<file path="src/rtl/ysyx_23060201_mem_arbiter.sv">
// Purpose : two-master (IFU read-only, LSU read/write) arbiter and sequencer for a single-port memory.
// Latency : accept in T, one memory strobe in T+LATENCY, response valid from T+LATENCY+1.
// Backpr. : one transaction outstanding; requests are refused outside IDLE and the
//           response is held stable until the owning master asserts its resp_ready.
//
// Ports
//   clk, rst                      clock, synchronous active-high reset
//   ifu_req_* / ifu_resp_*        IFU fetch request and response channels
//   lsu_req_* / lsu_resp_*        LSU load/store request and response channels
//   mem_r* / mem_w*               memory read/write ports; address, mask and data
//                                 come from the latched request, strobes qualify them
module ysyx_23060201_mem_arbiter #(
    parameter int ADDR_WIDTH = 32,
    parameter int DATA_WIDTH = 32,
    parameter int LATENCY    = 1
) (
    input  logic                  clk,
    input  logic                  rst,

    input  logic                  ifu_req_valid,
    output logic                  ifu_req_ready,
    input  logic [ADDR_WIDTH-1:0] ifu_addr,
    output logic                  ifu_resp_valid,
    input  logic                  ifu_resp_ready,
    output logic [DATA_WIDTH-1:0] ifu_resp_data,

    input  logic                  lsu_req_valid,
    output logic                  lsu_req_ready,
    input  logic                  lsu_wen,
    input  logic [ADDR_WIDTH-1:0] lsu_addr,
    input  logic [DATA_WIDTH-1:0] lsu_wdata,
    input  logic [7:0]            lsu_mask,
    output logic                  lsu_resp_valid,
    input  logic                  lsu_resp_ready,
    output logic [DATA_WIDTH-1:0] lsu_resp_data,

    output logic                  mem_ren,
    output logic [ADDR_WIDTH-1:0] mem_raddr,
    output logic [7:0]            mem_rmask,
    input  logic [DATA_WIDTH-1:0] mem_rdata,
    output logic                  mem_wen,
    output logic [ADDR_WIDTH-1:0] mem_waddr,
    output logic [7:0]            mem_wmask,
    output logic [DATA_WIDTH-1:0] mem_wdata
);

    // ------------------------------------------------------------------
    // Encodings
    // ------------------------------------------------------------------
    localparam logic [1:0] S_IDLE   = 2'd0;
    localparam logic [1:0] S_ACCESS = 2'd1;
    localparam logic [1:0] S_RESP   = 2'd2;

    localparam logic OWN_IFU = 1'b0;
    localparam logic OWN_LSU = 1'b1;

    // Instruction fetches are always full 32-bit reads.
    localparam logic [7:0] IFU_MASK = 8'h0F;

    // The counter is preloaded with LATENCY-1 so that a count of zero marks
    // the strobe cycle; LATENCY=1 therefore strobes in the first ACCESS cycle.
    localparam logic [3:0] CNT_LOAD = 4'(LATENCY - 1);

    // Latched request as one packed bundle; it drives the memory-side
    // address/mask/data for the whole life of the transaction.
    typedef struct packed {
        logic [ADDR_WIDTH-1:0] addr;
        logic [DATA_WIDTH-1:0] wdata;
        logic [7:0]            mask;
        logic                  wen;
    } req_t;

    // ------------------------------------------------------------------
    // State
    // ------------------------------------------------------------------
    logic [1:0]            state;
    logic                  owner;
    logic                  last_grant;
    logic [3:0]            cnt;
    req_t                  req_q;
    logic [DATA_WIDTH-1:0] resp_data;

    // ------------------------------------------------------------------
    // Arbitration
    // ------------------------------------------------------------------
    logic in_idle;
    logic grant_ifu;
    logic grant_lsu;

    // A lone requester always wins; on a tie the master that did not win
    // last time goes first. Ready is suppressed while reset is applied so
    // no master believes a request was taken that reset is about to drop.
    always_comb begin
        in_idle   = (state == S_IDLE) && !rst;
        grant_ifu = 1'b0;
        grant_lsu = 1'b0;
        if (in_idle) begin
            if (ifu_req_valid && lsu_req_valid) begin
                grant_ifu = (last_grant == OWN_LSU);
                grant_lsu = (last_grant == OWN_IFU);
            end else begin
                grant_ifu = ifu_req_valid;
                grant_lsu = lsu_req_valid;
            end
        end
    end

    assign ifu_req_ready = grant_ifu;
    assign lsu_req_ready = grant_lsu;

    // ------------------------------------------------------------------
    // Request capture
    // ------------------------------------------------------------------
    req_t ifu_req;
    req_t lsu_req;

    always_comb begin
        ifu_req       = '0;
        ifu_req.addr  = ifu_addr;
        ifu_req.mask  = IFU_MASK;
        ifu_req.wen   = 1'b0;

        lsu_req       = '0;
        lsu_req.addr  = lsu_addr;
        lsu_req.wdata = lsu_wdata;
        lsu_req.mask  = lsu_mask;
        lsu_req.wen   = lsu_wen;
    end

    // ------------------------------------------------------------------
    // Sequencing
    // ------------------------------------------------------------------
    logic strobe;        // the single memory access cycle
    logic owner_ready;   // the owning master accepts its response

    assign strobe      = (state == S_ACCESS) && (cnt == 4'd0);
    assign owner_ready = (owner == OWN_IFU) ? ifu_resp_ready : lsu_resp_ready;

    always_ff @(posedge clk) begin
        if (rst) begin
            state      <= S_IDLE;
            owner      <= OWN_IFU;
            last_grant <= OWN_LSU;
            cnt        <= 4'd0;
            req_q      <= '0;
            resp_data  <= '0;
        end else begin
            case (state)
                S_IDLE: begin
                    if (grant_ifu) begin
                        req_q      <= ifu_req;
                        owner      <= OWN_IFU;
                        last_grant <= OWN_IFU;
                        cnt        <= CNT_LOAD;
                        state      <= S_ACCESS;
                    end else if (grant_lsu) begin
                        req_q      <= lsu_req;
                        owner      <= OWN_LSU;
                        last_grant <= OWN_LSU;
                        cnt        <= CNT_LOAD;
                        state      <= S_ACCESS;
                    end
                end

                S_ACCESS: begin
                    if (cnt != 4'd0) begin
                        cnt <= cnt - 4'd1;
                    end else begin
                        // Read data is only valid during the strobe cycle, so
                        // it is captured at the edge that ends it. Stores
                        // complete with a zero payload.
                        resp_data <= req_q.wen ? '0 : mem_rdata;
                        state     <= S_RESP;
                    end
                end

                S_RESP: begin
                    if (owner_ready) begin
                        state <= S_IDLE;
                    end
                end

                default: begin
                    state <= S_IDLE;
                end
            endcase
        end
    end

    // ------------------------------------------------------------------
    // Memory side
    // ------------------------------------------------------------------
    assign mem_ren   = strobe && !req_q.wen;
    assign mem_wen   = strobe &&  req_q.wen;
    assign mem_raddr = req_q.addr;
    assign mem_rmask = req_q.mask;
    assign mem_waddr = req_q.addr;
    assign mem_wmask = req_q.mask;
    assign mem_wdata = req_q.wdata;

    // ------------------------------------------------------------------
    // Response side
    // ------------------------------------------------------------------
    assign ifu_resp_valid = (state == S_RESP) && (owner == OWN_IFU);
    assign lsu_resp_valid = (state == S_RESP) && (owner == OWN_LSU);
    assign ifu_resp_data  = resp_data;
    assign lsu_resp_data  = resp_data;

endmodule

</file>
<file path="config.mk">
export PLATFORM = sky130hd
export DESIGN_NAME = ysyx_23060201_mem_arbiter
export DESIGN_NICKNAME = d
export VERILOG_FILES = /design/src/rtl/ysyx_23060201_mem_arbiter.sv
export SDC_FILE = /design/constraint.sdc
export NUM_CORES = 1
export LEC_CHECK = 0
export ABC_AREA = 0
export BUFFER_PORTS_ARGS = -buffer_cell sky130_fd_sc_hd__buf_2
export CAP_MARGIN = 20
export CELL_PAD_IN_SITES_DETAIL_PLACEMENT = 1
export CELL_PAD_IN_SITES_GLOBAL_PLACEMENT = 1
export CORE_MARGIN = 2
export CORE_UTILIZATION = 35
export DETAILED_ROUTE_END_ITERATION = 10
export PLACE_DENSITY = 0.88
export SLEW_MARGIN = 20
export SYNTH_ARGS = -nofsm -noshare
export SYNTH_HDL_FRONTEND = slang
export SYNTH_SLANG_ARGS = --single-unit
export TNS_END_PERCENT = 5
</file>
<file path="constraint.sdc">
create_clock -name clk -period 5.8 [get_ports clk]
set_input_delay 1.74 -clock clk [delete_from_list [all_inputs] [get_ports clk]]
set_output_delay 1.74 -clock clk [all_outputs]
set_load 0.05 [all_outputs]
</file>
==> flow_summary.toml, run 1 <==
[outcome]
status = "complete, no violations"

[yosys]
synthAdderAreaFrac_pct = 0.398
synth_edf_count = 0
synth_flop_cell = "dfxtp_1"
synthSimpleGateAreaFrac_pct = 13.9
synth_compound_area_share_pct = 26.1
synthesis.area_um2 = 6280
yosysTopAreaCellShare_pct = 36.0
ys_types = 41
synth_mux_area_share_pct = 0.319
synth_seq_area_share_pct = 36.0
netlist_instances = 724
synth-async-reset-ratio_pct = 0
ys_seq_elements = 113
ys_warn_count = 0
synthTopCellsByArea = "dfxtp_1 36%, buf_4 17%, a21oi_1 8.3%, o31ai_2 5.8%, o21ai_0 5.6%"
syn_nets = 869
synth_top_area_cell = "dfxtp_1"
synth_top_family_by_area = "compound AO/OA/AOI/OAI gates"
syn_avg_cell_area_um2 = 8.68
synth_xor_area_share_pct = 0

[clocking]
clock-root-buffer = "clkbuf_16"
ctsHtreeMaxLevel = 4
clockBufferDepth = 2
clk_latency_ns = 0.42
cts_resized = 0
numCtsBuffers = 17
clk_pin_slew_ns = 0.05
tritoncts = "built"
holdBufCountCts = 0
post_cts.repair.setup_buffers = 0
numClockSinks = 113

[sta]
finalCritPeriodShare_pct = 78.5
hold_violations = 0
setup-violations-final = 0
fin_ws_ns = 1.25
drv_slew = 0
fin_setup_tns_ns = 0
skew_ns = 0.0134
rsz0062_at_grt = "false"
slew_headroom_pct = 26.7
clock.fmax_mhz = 220
tightest_slew_ns = 1.10
layout_min_cycle_time_ns = 4.55

[detailed_routing]
wl_per_cell_um = 19.7
vias_per_cell = 5.44
firstDrtPassIters = 4
first_iter_violations = 335
vias = 5960
drc = 0
wirelength_mm = 21.6
antenna_left = 0

[cells_and_area]
fin_util_pct = 43.0
area_delta_synth_final_pct = 19.1
final_nets = 1002
drive_gt1_share_pct = 47.0

[pwr]
combPwrFrac_pct = 25.9
ir_drop_v = 0.000186
clkPwrFrac_pct = 40.9
power.internal_mw = 1.69
seq_power_share_pct = 33.2
leakage_nw = 3.32
sw_frac_of_total_pct = 35.6
power.density_nw_per_um2 = 350
switchingPower_mw = 0.932

[global_routing]
grt_pass1_wl_mm = 31.9
grt_max_degree = 103
antenna_found_initial = 1
first_global_vias = 5961
grt_overflow_total = 0
track_usage_pct = 21.6

[placement]
place_hpwl_mm = 14.3
io_buffers = 324
dp_slack_ns = 1.23
gp_congestion = 0.841

[worst_setup_path]
path_max_fanout = 47
cp-end-kind = "output port"
crit_arrival_ns = 2.81
slowest_stage = "buf_4"
max_stage_delay_ns = 0.28
path_delay_family = "buffers and inverters"
crit_path_frequent_cell = "buf_4"
critPathRequiredTime_ns = 4.06
crit_path_cell_trace = "buf_4 -> buf_4 -> nor3_4 -> nand2_1 -> inv_1 -> buf_2"
cp-start-kind = "input pin"
worst-path-buf-inv = 4
critPathKind = "in -> out"

[floorplan]
io_pins = 325
row_count = 48
die_x_um = 138
die-area_um2 = 19000
core_area_um2 = 17400
start_util_pct = 36.1
die_h_um = 138

[hold_path]
hold_path.class = "reg -> reg"

[job]
max_cap_violations = 0
[stage by stage]
step | power (mW) | cell area [µm²] | instances | hold WS [ns]
5_1_grt | 2.71 | 7480 | 1095 | 0.500
3_5_place_dp | 1.56 | 6880 | 1063 | 0.466
3_3_place_gp | 1.55 | 6880 | 1063 | 0.459
2_1_floorplan | 1.47 | 6280 | 724 | 0.443
6_report | 2.62 | 7480 | 1096 | 0.471
4_1_cts | 2.64 | 7480 | 1095 | 0.474
[layer usage]
layer / track usage (%) / part of all wire, %
met1: 25.6 / 40
met2: 37.2 / 51
met5: 0 / 0
met4: 10.0 / 2.9
met3: 4.53 / 6.4
[power groups by stage]
stage          combinational (mW)  clock, mW  sequential, mW
6_report                    0.677       1.07           0.869
5_1_grt                     0.714       1.12           0.875
4_1_cts                     0.680       1.09           0.869
3_5_place_dp                0.679          0           0.884
3_3_place_gp                0.665          0           0.881
2_1_floorplan               0.561          0           0.909
[path summary, 6_finish.rpt]
path	start	end	slack, ns	cells after the start
max reg2reg	state[1]	mem_raddr[8]	3.41	4
min	mem_wdata[26]	mem_wdata[26]	0.47	2
min reg2reg	mem_wdata[26]	mem_wdata[26]	0.47	2
max	rst	lsu_req_ready	1.25	6
[placed cells by master, fill, tap and decap left out, types with 3 or more instances in the layout]
| cell type | Yosys | routed |
|---|---|---|
| dfxtp_1 | 113 | 113 |
| bufinv_16 | 0 | 3 |
| nand2_1 | 3 | 3 |
| clkbuf_1 | 46 | 3 |
| a311oi_1 | 32 | 32 |
| buf_2 | 27 | 323 |
| o31ai_1 | 4 | 4 |
| inv_1 | 6 | 5 |
| clkinv_2 | 0 | 4 |
| nand3_1 | 38 | 38 |
| o221a_2 | 4 | 4 |
| nand4_1 | 33 | 33 |
| o31ai_2 | 29 | 29 |
| clkbuf_16 | 0 | 17 |
| a21oi_1 | 104 | 104 |
| nand4b_1 | 32 | 32 |
| buf_4 | 145 | 13 |
| o21ai_0 | 70 | 70 |
[synth_stat cells, types with 3 or more instances]
library cell / n
nand4b_1: 32
inv_1: 6
o21ai_0: 70
or3_1: 3
nand2_1: 3
a21oi_1: 104
clkbuf_1: 46
buf_6: 4
o221a_2: 4
o31ai_2: 29
a311oi_1: 32
buf_4: 145
dfxtp_1: 113
nand3_1: 38
o31ai_1: 4
buf_2: 27
nand4_1: 33
[area by class of cell]
class | instances | area, µm²
Sequential cell | 113 | 2260
Timing Repair Buffer | 336 | 1710
Multi-Input combinational cell | 383 | 2600
Tap cell | 225 | 282
Antenna cell | 1 | 2.50
Inverter | 6 | 22.5
Clock inverter | 10 | 134
Clock buffer | 22 | 464
Fill cell | 2143 | 9930
[tightest hold or removal path, delay by kind of cell (launching register included)]
family,cells,cell delay (ns)
AO/OA/AOI/OAI,2,0.12
flip-flops,1,0.30
[cells by family (layout without fill, tap and decap cells)]
kind of cell               Yosys count  count (layout)
AOI/OAI and AO/OA                  249             249
adders and majority gates            2               2
buffers and inverters              228             374
DFF                                113             113
muxes                                2               2
other                                0               1
and+or+nand+nor                    130             130
[sequential cells by signal (all words and copies together) (netlist names)]
register / cells
ifu_resp_data: 32
mem_raddr: 32
mem_wdata: 32
mem_rmask: 8
cnt: 4
state: 2
last_grant: 1
owner: 1
req_q: 1
Note: power is estimated with default switching activity, not from simulation.
==> run 2, diff against run 1 <==
Settings changed: CORE_UTILIZATION 35 to 32, PLACE_DENSITY 0.88 to 0.81.
Clock period 5.8 ns to 4.6 ns, I/O delays scaled along.
==> run 2 against run 1 <==
Critical path depth shrank 2. Register-to-register slack lost 1.1 ns. Wire length shrank 3.5%. Sequential share of layout area shrank 0.091 points. Die area grew 9.1%. Core utilization shrank 4.1 points. Setup slack lost 0.53 ns. Combinational power grew 26%. Clock power grew 15%. Largest cell class unchanged. Largest power group unchanged.
==> flow_summary.toml, run 2 (synthesis results as in run 1) <==
[clocking]
ctsHtreeMaxLevel = 4
numCtsBuffers = 17
holdBufCountCts = 0
clock-root-buffer = "clkbuf_16"
clk_latency_ns = 0.41
post_cts.repair.setup_buffers = 0
clockBufferDepth = 2
numClockSinks = 113
tritoncts = "built"
cts_resized = 0
clk_pin_slew_ns = 0.06

[global_routing]
grt_max_degree = 109
first_global_vias = 5736
antenna_found_initial = 2
track_usage_pct = 19.0
grt_pass1_wl_mm = 31.1
grt_overflow_total = 0

[cells_and_area]
area_delta_synth_final_pct = 19.4
final_nets = 1003
fillCellCount = 2363
drive_gt1_share_pct = 47.1
final_cell_mix = "322 x buf_2, 113 x dfxtp_1, 104 x a21oi_1, 70 x o21ai_0, 38 x nand3_1"
fin_util_pct = 38.8
fin_area_um2 = 7500
layout_commonest_cell = "buf_2"

[worst_setup_path]
critPathKind = "in -> out"
crit_arrival_ns = 2.50
cp-end-kind = "output port"
cp-start-kind = "input pin"
r2r-start = "state[1]"
rrSetupSlack_ns = 2.28
r2r_end = "mem_rmask[0]"
critPathRequiredTime_ns = 3.22
path_max_fanout = 18
reg2reg_depth = 4

[hold_path]
holdCritStartpoint = "mem_wdata[23]"
hold_path.class = "reg -> reg"
min_to = "mem_wdata[23]"
worstHoldPathCells = 2

[pwr]
power.internal_mw = 2.00
leakage_nw = 3.30
clkPwrFrac_pct = 38.6
switchingPower_mw = 1.17
ir_drop_v = 0.000235
sw_frac_of_total_pct = 36.9
combPwrFrac_pct = 27.0
seq_power_share_pct = 34.4
power.density_nw_per_um2 = 423

[detailed_routing]
vias = 5871
vias_per_cell = 5.16
firstDrtPassIters = 4
wirelength_mm = 20.8
drc = 0
first_iter_violations = 359
wl_per_cell_um = 18.3
antenna_left = 0

[floorplan]
die-area_um2 = 20800
row_count = 51
die_h_um = 144
core_area_um2 = 19300
io_pins = 325
die_x_um = 144
start_util_pct = 32.5

[placement]
gp_congestion = 0.743
io_buffers = 324
place_hpwl_mm = 13.8
post_dp_cell_area_um2 = 6960

[sta]
layout_min_cycle_time_ns = 3.88
slew_headroom_pct = 28.4
drv_slew = 0
hold_violations = 0
fin_setup_tns_ns = 0
setup-violations-final = 0
skew_ns = 0.0180
tightest_slew_ns = 1.07
rsz0062_at_grt = "false"
clock.fmax_mhz = 258
finalCritPeriodShare_pct = 84.3

[outcome]
status = "complete, no violations"

[job]
max_cap_violations = 0
run 2: changes by cell type in the layout (fill, tap and decap cells not counted):
| cell | previous run | this run |
|---|---|---|
| bufinv_16 | 3 | 1 |
| clkinvlp_4 | 2 | 4 |
| diode_2 | 1 | 2 |
| buf_6 | 0 | 1 |
| buf_12 | 0 | 1 |
| clkbuf_8 | 2 | 1 |
| nand2b_2 | 0 | 1 |
| buf_2 | 323 | 322 |
| nand2b_1 | 2 | 1 |
run 2: how the worst max path moves through the flow:
stage	start	endpoint	depth (start not counted)
floorplan	rst	ifu_req_ready	4
global placement	ifu_req_valid	ifu_req_ready	4
detailed placement	ifu_req_valid	ifu_req_ready	4
CTS	ifu_req_valid	ifu_req_ready	4
global route	ifu_req_valid	ifu_req_ready	4
finish	ifu_req_valid	ifu_req_ready	4
run 2: critical path, stage by stage:
cell and delay [ns]:
buf_2 0.35, clkinv_1 0.19, nor3_2 0.38, buf_12 0.19
run 2: routing by layer:
layer / track usage (%) / part of all wire [%] / up-vias
li1: - / - / 2796
met5: 0 / 0 / -
met1: 23.8 / 42 / 2845
met3: 5.00 / 7.1 / 19
met2: 32.1 / 50 / 211
met4: 5.52 / 1.3 / 0
run 2: area by class of cell:
class / instances / area (µm²) / share of cell area (%)
Clock inverter: 10 / 88.8 / 1.18
Inverter: 6 / 22.5 / 0.300
Multi-Input combinational cell: 383 / 2600 / 34.7
Antenna cell: 2 / 5.00 / 0.0667
Clock buffer: 21 / 450 / 6.00
Timing Repair Buffer: 337 / 1740 / 23.2
Tap cell: 265 / 332 / 4.42
Sequential cell: 113 / 2260 / 30.1
run 2: power groups by stage:
stage	combinational [mW]	sequential [mW]	clock [mW]
floorplan	0.708	1.15	0
global placement	0.847	1.11	0
detailed placement	0.858	1.11	0
CTS	0.859	1.09	1.26
global route	0.905	1.10	1.31
finish	0.855	1.09	1.23
run 2: metrics by stage:
stage	setup WS, ns	hold slack, ns	cells	total power [mW]
floorplan	0.501	0.443	724	1.85
global placement	0.690	0.459	1104	1.96
detailed placement	0.686	0.465	1104	1.97
CTS	0.684	0.473	1135	3.21
global route	0.639	0.503	1135	3.31
finish	0.722	0.474	1137	3.17
